[config.mk]
export PLATFORM = sky130hd
export DESIGN_NAME = page_loader
export DESIGN_NICKNAME = d
export VERILOG_FILES = /design/src/rtl/page_loader.sv
export SDC_FILE = /design/constraint.sdc
export NUM_CORES = 1
export LEC_CHECK = 0
export CORE_MARGIN = 5
export CORE_UTILIZATION = 36
export CTS_CLUSTER_DIAMETER = 200
export DETAILED_ROUTE_END_ITERATION = 16
export SYNTH_ARGS = -nofsm -noshare
export SYNTH_HDL_FRONTEND = slang
export SYNTH_SLANG_ARGS = --single-unit
[constraint.sdc]
create_clock -name hw_clk -period 1.5 [get_ports hw_clk]
set_input_delay 0.225 -clock hw_clk [delete_from_list [all_inputs] [get_ports hw_clk]]
set_output_delay 0.225 -clock hw_clk [all_outputs]
set_load 0.02 [all_outputs]
[src/rtl/page_loader.sv]
`default_nettype none
// +----------------------------------------------------------------------------+
// | page_loader: streams upstream bytes into a 256x8 page RAM, one page at a  |
// | time, and holds the finished page until the consumer acknowledges it.     |
// | Revision: 1.0                                                              |
// +----------------------------------------------------------------------------+
module page_loader #(
  parameter int PAGE_BYTES = 256
) (
  input  logic       hw_clk,
  input  logic       hw_rst_n,
  input  logic       in_valid,
  input  logic [7:0] in_data,
  input  logic       in_last,
  output logic       in_ready,
  output logic       ram_we,
  output logic [7:0] ram_addr,
  output logic [7:0] ram_wdata,
  output logic       page_done,
  output logic [8:0] page_len,
  output logic       page_full,
  input  logic       page_ack
);

  typedef enum logic [1:0] {
    IDLE  = 2'd0,
    LOAD  = 2'd1,
    FLUSH = 2'd2,
    DONE  = 2'd3
  } state_t;

  localparam logic [7:0] c_last_ptr = 8'(PAGE_BYTES - 1);

  state_t     r_state;
  logic [7:0] r_wr_ptr;
  logic       w_accept;
  logic       w_at_limit;

  // Ready comes from registered state only, so upstream sees no comb loop.
  assign in_ready   = (r_state == IDLE) || (r_state == LOAD);
  assign w_accept   = in_valid && in_ready;
  assign w_at_limit = (r_wr_ptr == c_last_ptr);

  always_ff @(posedge hw_clk or negedge hw_rst_n) begin
    if (!hw_rst_n) begin
      r_state   <= IDLE;
      r_wr_ptr  <= 8'd0;
      ram_we    <= 1'b0;
      ram_addr  <= 8'd0;
      ram_wdata <= 8'd0;
      page_done <= 1'b0;
      page_len  <= 9'd0;
      page_full <= 1'b0;
    end else begin
      ram_we <= w_accept;
      if (w_accept) begin
        ram_addr  <= r_wr_ptr;
        ram_wdata <= in_data;
        r_wr_ptr  <= r_wr_ptr + 8'd1;
      end

      case (r_state)
        IDLE, LOAD: begin
          if (w_accept) begin
            if (in_last || w_at_limit) begin
              r_state   <= FLUSH;
              // 9-bit count so a full 256-byte page does not wrap to zero.
              page_len  <= {1'b0, r_wr_ptr} + 9'd1;
              page_full <= !in_last;
            end else begin
              r_state <= LOAD;
            end
          end
        end
        FLUSH: begin
          r_state   <= DONE;
          page_done <= 1'b1;
        end
        DONE: begin
          if (page_ack) begin
            r_state   <= IDLE;
            page_done <= 1'b0;
            r_wr_ptr  <= 8'd0;
          end
        end
        default: r_state <= IDLE;
      endcase
    end
  end

endmodule
`default_nettype wire

==> results.toml, run 1 <==
[outcome]
outcome = "finished with violations"
violations = "hold timing, setup timing"

[cts]
clock_latency_ps = 290
ctsHoldBuffers = 0
cts_sinks = 38
cts_buffers = 5
cts_max_level = 2
cts_tree = "built"
clk_pin_slew_worst_paths_ps = 70
cts_root_buffer = "clkbuf_8"
cts_buffer_depth = 2

[synth]
netlist_instances = 160
synthTopCellsByArea = "dfrtp_1 (58%), nand2_1 (13%), mux2_2 (4.8%)"
syn_nets = 174
synth_top_area_share_pct = 58.4
yosysUniqueCellTypes = 26
ys_async_sr_fraction_pct = 100
netlist_area_um2 = 1630
yosysWarningCount = 0
synth-main-ff-cell = "dfrtp_1"
yosys.area.top_type = "dfrtp_1"
ys_seq_elements = 38
yosysMostFrequentCell = "nand2_1"
synth-edff-count = 0
synth_area_per_cell_um2 = 10.2
ys_seq_area_share_pct = 58.4
synth_common_cells = "nand2_1 (57), dfrtp_1 (38), nor2_1 (10)"

[cells_and_area]
final_nets = 239
area_growth_pct = 47.3
fin_cells = 277
multiInputGateArea_um2 = 666
drive_above_1_share_pct = 20.9
fillers = 388
stdcell_area_um2 = 2400
fin_util_pct = 54.7
area.sequential_um2 = 952
insertedDiodeCount = 0

[sta]
slew_headroom_pct = 67.5
worst_pin_slew_ps = 487
fin_hold_ws_ps = -9.28
setup_ws_ps = -10.6
slew_viol_final = 0
final-setup-viol-count = 3
finalSetupTns_ps = -21.0
max_freq_ghz = 0.662
fin_skew_ps = 3.90
rsz0062_at_grt = "yes"
hold_viol = 23
timing.final.crit_share_pct = 101
layout_min_cycle_time_ps = 1510

[floorplan]
die_area_um2 = 5970
core_area_um2 = 4380
die_x_um = 77.2
num_io_pins = 42
die_h_um = 77.2
row_count = 24
start_util_pct = 37.1

[setup_path]
r2r_end = "page_len[1]$_DFFE_PN0P_"
cp.arrival_ps = 1680
path_delay_family = "flip-flops"
rr_worst_depth = 5
startpoint_type = "flip-flop"
crit_type = "flip-flop to flip-flop"
worst_path_largest_cell_delay_ps = 410
end_kind = "flip-flop"
crit_slowest_cell = "dfrtp_1"
r2r_start = "r_wr_ptr[0]$_DFF_PN0_"
worstPathCellList = "ha_4 > nand3_4 > o21ba_4 > nor2_8 > mux2_2"
required_ps = 1670
crit_fanout = 8
r2r_slack_ps = -10
critical_path_buf_inv_count = 0

[pwr]
power_frac_seq_pct = 39.4
power_mw = 3.85
p_leak_nw = 1.43
share_comb_of_total_power_pct = 43.9
p_switching_mw = 1.40
pwr-share-clk_pct = 16.8
p_per_area_nw_per_um2 = 1600
max-vdd-ir-drop_mv = 0.834
p_sw_share_pct = 36.4
power.internal_mw = 2.45

[route]
drt_iter0_drc = 78
drcViolationCount = 0
ant_nets = 0
routedWlPerCell_um = 14.0
first_pass_iters = 4
vias = 1311
postRouteWirelength_um = 3890
viasPerCell = 4.73

[flow_run]
maxCapViolCount = 0

[global_route]
gr-usage-all-layers_pct = 13.4
grt_pass1_wl_um = 6450
grt_max_degree = 39
antenna_found_initial = 0
grt_pass1_vias = 1421
grt_overflow = 0

[placed_design]
place.gp.congestion = 0.778
post-place-ws_ps = -129
dp.final_hpwl_um = 2830
dpl_cell_area_um2 = 2250
dp.cells = 268
io_buffers = 41

[min_path]
hp-class = "input port to async pin"
## power by group through the flow
| stage | clock, mW | sequential [mW] | combinational (mW) |
|---|---|---|---|
| after floorplan | 0 | 1.77 | 0.592 |
| after global placement | 0 | 1.52 | 1.66 |
| after detailed placement | 0 | 1.53 | 1.71 |
| after CTS | 0.683 | 1.51 | 1.72 |
| after global routing | 0.715 | 1.55 | 1.85 |
| final | 0.645 | 1.51 | 1.69 |
## worst reg2reg max path: cells and delay by family (launching register included)
kind	cells	cell delay, ps
flops	1	410
fa+ha+maj	1	170
mux	1	360
compound gates	1	230
simple gates	2	240
## area by class of cell
| class | instances | share of cell area, % |
|---|---|---|
| well taps | 52 | 2.71 |
| multi-input cells | 112 | 27.8 |
| inverters | 2 | 0.313 |
| flip-flops and latches | 38 | 39.7 |
| repair buffers | 66 | 26.3 |
| clock buffers | 7 | 3.18 |
## flip-flops by register name, summed over array words and instances, names as in the netlist
signal,cells
r_wr_ptr,8
r_state,2
ram_addr,8
ram_wdata,8
page_done,1
page_len,9
page_full,1
ram_we,1
## kinds of logic (layout without fill, tap and decap cells)
family / after synthesis / in the layout / share of synthesized area (%)
AOI/OAI and AO/OA: 12 / 12 / 5.07
xor gates and xnor gates: 11 / 11 / 5.92
DFF: 38 / 38 / 58.4
muxes: 9 / 9 / 6.07
buffers and inverters: 10 / 75 / 3.07
and+or+nand+nor: 79 / 79 / 20.7
adders and majority gates: 1 / 1 / 0.769
## cell usage in the layout (no fill, tap or decap), drive strengths merged
master / Yosys / final
o21ai: 4 / 4
or3: 1 / 1
nand2b: 1 / 1
nor3: 4 / 4
dlygate4sd2: 0 / 4
mux2: 7 / 7
o21a: 1 / 1
buf: 4 / 26
dlymetal6s2s: 0 / 17
nor2: 11 / 11
a21oi: 3 / 3
clkbuf: 4 / 7
dfrtp: 38 / 38
clkdlybuf4s50: 0 / 19
nand4: 1 / 1
o31ai: 1 / 1
inv: 2 / 2
ha: 1 / 1
nand3: 4 / 4
nand2: 57 / 57
a21o: 2 / 2
xor2: 5 / 5
xnor2: 6 / 6
o21ba: 1 / 1
mux2i: 2 / 2
## repair_timing
action                     CTS  global route
pin swaps                    0             0
setup buffers                2             1
gates cloned                 0             0
setup endpoints to repair   11            25
gates resized for setup      4            23
hold endpoints to repair     0             0
## worst max path at each step
| stage | from | end | depth (start not counted) | slack, ps |
|---|---|---|---|---|
| 4_1_cts | r_wr_ptr[1]$_DFF_PN0_ | page_len[1]$_DFFE_PN0P_ | 5 | -30 |
| 3_5_place_dp | in_valid | page_len[1]$_DFFE_PN0P_ | 5 | -130 |
| 5_1_grt | r_wr_ptr[1]$_DFF_PN0_ | page_len[3]$_DFFE_PN0P_ | 5 | -80 |
| 6_report | r_wr_ptr[0]$_DFF_PN0_ | page_len[1]$_DFFE_PN0P_ | 5 | -10 |
| 2_1_floorplan | r_wr_ptr[0]$_DFF_PN0_ | page_len[1]$_DFFE_PN0P_ | 5 | 10 |
| 3_3_place_gp | in_valid | page_len[8]$_DFFE_PN0P_ | 6 | -90 |
## per-layer routing
layer,up-vias,wire length [um],GRT usage (%)
met3,6,276,5.62
met4,0,64,4.30
met5,-,0,0
met1,631,1590,15.3
li1,638,-,-
met2,36,1960,22.6
Power figures use the tool's default switching activity.
==> inputs of run 2 (changes only) <==
- CORE_UTILIZATION: 36 -> 43
- PLACE_DENSITY: default -> 0.75
==> run 2 against run 1 <==
Net effect:
- the flow now finishes without violations
- final cell count fell by 2.9%
- sequential share of layout area fell by 0.094 points
- highest routed layer unchanged
- sequential power barely moved
- critical endpoint unchanged
- largest power group unchanged
- via count fell by 2.1%
- die area fell by 14%
- clock power rose by 9.3%
- clock-buffer cell count did not move
==> results.toml, run 2 (same netlist as run 1, synthesis figures left out) <==
[cells_and_area]
final_common_cell = "nand2_1"
largest_reg_flops = 9
insertedDiodeCount = 0
final_nets = 234
top_register = "page_len"
drive_above_1_share_pct = 18.6
area_growth_pct = 47.4
fillers = 281
fin_cells = 269
layout.cells.most_common_list = "nand2_1 (57), dfrtp_1 (38), dlymetal6s2s_1 (24)"

[sta]
worst_pin_slew_ps = 457
layout_min_cycle_time_ps = 1490
hold_viol = 0
fin_skew_ps = 6.24
rsz0062_at_grt = "yes"
timing.final.crit_share_pct = 99.1
fin_hold_ws_ps = 422
max_freq_ghz = 0.673
final-setup-viol-count = 0
slew_headroom_pct = 69.5
slew_viol_final = 0

[setup_path]
worstPathCellList = "ha_4 > nand3_2 > o21ba_4 > nor2_8 > mux2_2"
startpoint_type = "flip-flop"
end_kind = "flip-flop"
crit_slowest_cell = "dfrtp_1"
cp.arrival_ps = 1660
worst_path_largest_cell_delay_ps = 400
crit_type = "flip-flop to flip-flop"
required_ps = 1670
crit_fanout = 8

[cts]
cts_max_level = 2
clock_latency_ps = 290
clk_pin_slew_worst_paths_ps = 70
cts_buffers = 5
cts_sinks = 38
cts_buffer_depth = 2
cts_tree = "built"
cts_setup_buffers = 0
cts_root_buffer = "clkbuf_8"

[outcome]
outcome = "complete, no violations"

[global_route]
grt_pass1_wl_um = 6490
gr-usage-all-layers_pct = 16.5
grt_max_degree = 21
antenna_found_initial = 0
grt_overflow = 0
grt_pass1_vias = 1334

[pwr]
p_leak_nw = 1.51
max-vdd-ir-drop_mv = 0.913
p_per_area_nw_per_um2 = 1610

[route]
viasPerCell = 4.77
drcViolationCount = 0
drt_iter0_drc = 44
first_pass_iters = 4
postRouteWirelength_um = 3930
vias = 1284
ant_nets = 0
routedWlPerCell_um = 14.6

[placed_design]
dp.final_hpwl_um = 2920
place.gp.congestion = 0.877
dp.cells = 260
io_buffers = 41

[min_path]
hp-class = "input port to async pin"

[floorplan]
die_h_um = 71.5
die_x_um = 71.5
num_io_pins = 42
start_util_pct = 44.5
core_area_um2 = 3660
row_count = 22
die_area_um2 = 5120

[flow_run]
maxCapViolCount = 0
-- run 2: cell count changes in the layout (fill, tap and decap cells not counted), sizes merged --
cell and change:
buf -6, clkdlybuf4s50 -5, clkinv +1, dlygate4sd2 -2, dlygate4sd3 +1, dlymetal6s2s +7
-- run 2: metrics by stage --
stage	utilization, %	instance area [um^2]	power [mW]	TNS (ps)	worst slack (ps)
CTS	63.8	2330	3.92	0	6.89
global route	65.6	2400	4.09	-122	-27.4
detailed placement	61.1	2240	3.22	-1490	-120
finish	65.6	2400	3.85	0	13.9
global placement	61.1	2240	3.16	-865	-83.4
floorplan	-	1650	2.37	0	13.1
-- run 2: layout make-up --
class | count | area (um^2) | share of cell area (%)
well taps | 48 | 60.1 | 2.50
clock buffers | 7 | 86.3 | 3.60
clock inverters | 1 | 5.00 | 0.209
flip-flops and latches | 38 | 951 | 39.6
repair buffers | 61 | 641 | 26.7
multi-input cells | 112 | 649 | 27.1
inverters | 2 | 7.51 | 0.313
-- run 2: repair_timing --
action	CTS	global route
endpoints found under the setup margin	2	31
hold buffers	1	0
hold endpoints to repair	18	0
resized for setup	2	25
cloned	0	0
-- run 2: critical path, delay by kind of cell (launching register included) --
kind	cells	cell delay, ps
compound gates	1	230
flops	1	400
fa+ha+maj	1	160
mux	1	350
simple gates	2	220
-- run 2: final timing paths --
path	depth (start not counted)	from	slack (ps)	to
max in group asynchronous	3	hw_rst_n	610	page_len[6]$_DFFE_PN0P_
min in group hw_clk	3	in_data[3]	470	ram_wdata[3]$_DFFE_PN0P_
setup / recovery	5	r_wr_ptr[1]$_DFF_PN0_	10	page_len[1]$_DFFE_PN0P_
hold / removal	2	hw_rst_n	420	ram_we$_DFF_PN0_
hold reg to reg	2	ram_wdata[7]$_DFFE_PN0P_	470	ram_wdata[7]$_DFFE_PN0P_
setup reg to reg	5	r_wr_ptr[1]$_DFF_PN0_	10	page_len[1]$_DFFE_PN0P_
-- run 2: layer usage --
metal | wire length [um] | global-route usage, %
met1 | 1730 | 20.9
met2 | 1950 | 26.6
met3 | 177 | 5.05
met4 | 65 | 6.05
met5 | 0 | 0
-- run 2: where the power goes --
group          internal [mW]  leakage [nW]  switching, mW
clock                  0.370        0.0482          0.335
combinational          0.773         0.968          0.878
sequential              1.32         0.497          0.177
total                   2.46          1.51           1.39
==> inputs of run 3 (changes only) <==
- CORE_UTILIZATION: 43 -> 51
- PLACE_DENSITY: 0.75 -> 0.83
- clock period: 1.5 -> 1.71 ns (I/O delays scaled with it)
==> run 3 against run 2 <==
Net effect:
- combinational power down 18%
- flip-flop and latch count unchanged
- sequential power down 11%
- final cell count down 5.2%
==> results.toml, run 3 (same netlist as run 1, synthesis figures left out) <==
[placed_design]
place.gp.congestion = 0.838
dp.cells = 246
io_buffers = 41
dpl_cell_area_um2 = 2130
dp.final_hpwl_um = 2600

[sta]
slew_viol_final = 0
max_freq_ghz = 0.615
final-setup-viol-count = 0
layout_min_cycle_time_ps = 1630
worst_pin_slew_ps = 472
finalSetupTns_ps = 0
slew_headroom_pct = 68.5
hold_viol = 0
fin_skew_ps = 7.91
rsz0062_at_grt = "no"
timing.final.crit_share_pct = 95.1

[route]
drcViolationCount = 0
ant_nets = 0
drt_iter0_drc = 44
first_pass_iters = 4
postRouteWirelength_um = 3590
vias = 1267
routedWlPerCell_um = 14.1
viasPerCell = 4.97

[setup_path]
end_kind = "primary output"
worstPathCellList = "clkdlybuf4s50_1"
r2r_slack_ps = 100
path_delay_family = "buffers and inverters"
critical_path_buf_inv_count = 1
crit_slowest_cell = "clkdlybuf4s50_1"
cp.arrival_ps = 1370
worst_path_largest_cell_delay_ps = 630
crit_type = "flip-flop to primary output"
required_ps = 1450
startpoint_type = "flip-flop"
crit_fanout = 2

[floorplan]
num_io_pins = 42
die_x_um = 66.5
core_area_um2 = 3050
die_h_um = 66.5
row_count = 20
start_util_pct = 53.3
die_area_um2 = 4420

[cts]
cts_buffer_depth = 2
cts_sinks = 38
clock_latency_ps = 340
clk_pin_slew_worst_paths_ps = 110
cts_setup_buffers = 0
cts_root_buffer = "clkbuf_4"
cts_max_level = 2
cts_tree = "built"
cts_buffers = 5

[cells_and_area]
largest_reg_flops = 9
layout.cells.most_common_list = "nand2_1 (57), clkdlybuf4s50_1 (39), dfrtp_1 (38)"
area_growth_pct = 36.0
stdcell_area_um2 = 2210
final_nets = 224
final_common_cell = "nand2_1"
insertedDiodeCount = 0
fillers = 224
drive_above_1_share_pct = 13.7
top_register = "page_len"
fin_cells = 255
fin_util_pct = 72.5

[min_path]
hp-class = "input port to flip-flop"

[global_route]
grt_pass1_wl_um = 6300
grt_max_degree = 39
grt_pass1_vias = 1399
grt_overflow = 0
antenna_found_initial = 0
gr-usage-all-layers_pct = 19.3

[pwr]
max-vdd-ir-drop_mv = 0.760
p_per_area_nw_per_um2 = 1470
p_leak_nw = 1.09

[outcome]
outcome = "complete, no violations"

[flow_run]
maxCapViolCount = 0
[run 3: cell count changes in the layout (fill, tap and decap cells not counted), moves of 2 or more]
cell	before	now
clkbuf_8	6	3
nand3_2	2	0
buf_4	17	8
dlymetal6s2s_1	24	0
clkdlybuf4s50_1	14	39
clkbuf_4	0	5
nand3_1	2	4
[run 3: tightest hold or removal path, delay by kind of cell]
family,cells,cell delay [ps]
buffers and inverters,1,400
and+or+nand+nor,2,90
[run 3: timing repair]
action	4_1_cts	5_1_grt
setup endpoints to repair	1	0
endpoints found under the hold margin	38	0
hold buffers	1	0
resized for setup	1	0
[run 3: cell type report]
class	count	area (um^2)	area share [%]
flip-flops and latches	38	951	43.0
multi-input cells	112	627	28.3
repair buffers	51	494	22.3
clock buffers	8	78.8	3.56
well taps	44	55.1	2.49
inverters	2	7.51	0.339
[run 3: report_power, final]
group	switching (mW)	internal [mW]	total, mW	leakage, nW
Combinational	0.719	0.638	1.36	0.551
Clock	0.284	0.281	0.565	0.0446
Sequential	0.179	1.15	1.33	0.497
[run 3: path summary, 6_finish.rpt]
| check | start | endpoint | depth (start not counted) |
|---|---|---|---|
| worst max register to register | r_wr_ptr[4]$_DFF_PN0_ | page_len[2]$_DFFE_PN0P_ | 4 |
| worst max-delay path | page_len[1]$_DFFE_PN0P_ | page_len[1] | 1 |
| min in group asynchronous | hw_rst_n | page_len[0]$_DFFE_PN0P_ | 3 |
| worst min-delay path | in_data[7] | ram_wdata[7]$_DFFE_PN0P_ | 3 |
| max in group asynchronous | hw_rst_n | ram_wdata[2]$_DFFE_PN0P_ | 3 |
| worst min register to register | ram_addr[3]$_DFFE_PN0P_ | ram_addr[3]$_DFFE_PN0P_ | 2 |
[run 3: metal layers]
layer / global-route usage, % / routed length [um] / up-vias / part of all wire (%)
met3: 5.40 / 187 / 9 / 5.2
met2: 32.2 / 1790 / 35 / 50
met1: 22.1 / 1540 / 613 / 43
met5: 0 / 0 / - / 0
met4: 10.4 / 70 / 0 / 1.9
li1: - / - / 610 / -
[run 3: metrics by stage]
step / setup WS (ps) / power [mW] / hold slack, ps
3_5_place_dp: 18.3 / 2.73 / 328
5_1_grt: 10.2 / 3.46 / 430
6_report: 83.3 / 3.25 / 434
3_3_place_gp: 44.6 / 2.68 / 320
4_1_cts: 65.2 / 3.30 / 413
2_1_floorplan: 144 / 2.05 / -39.1
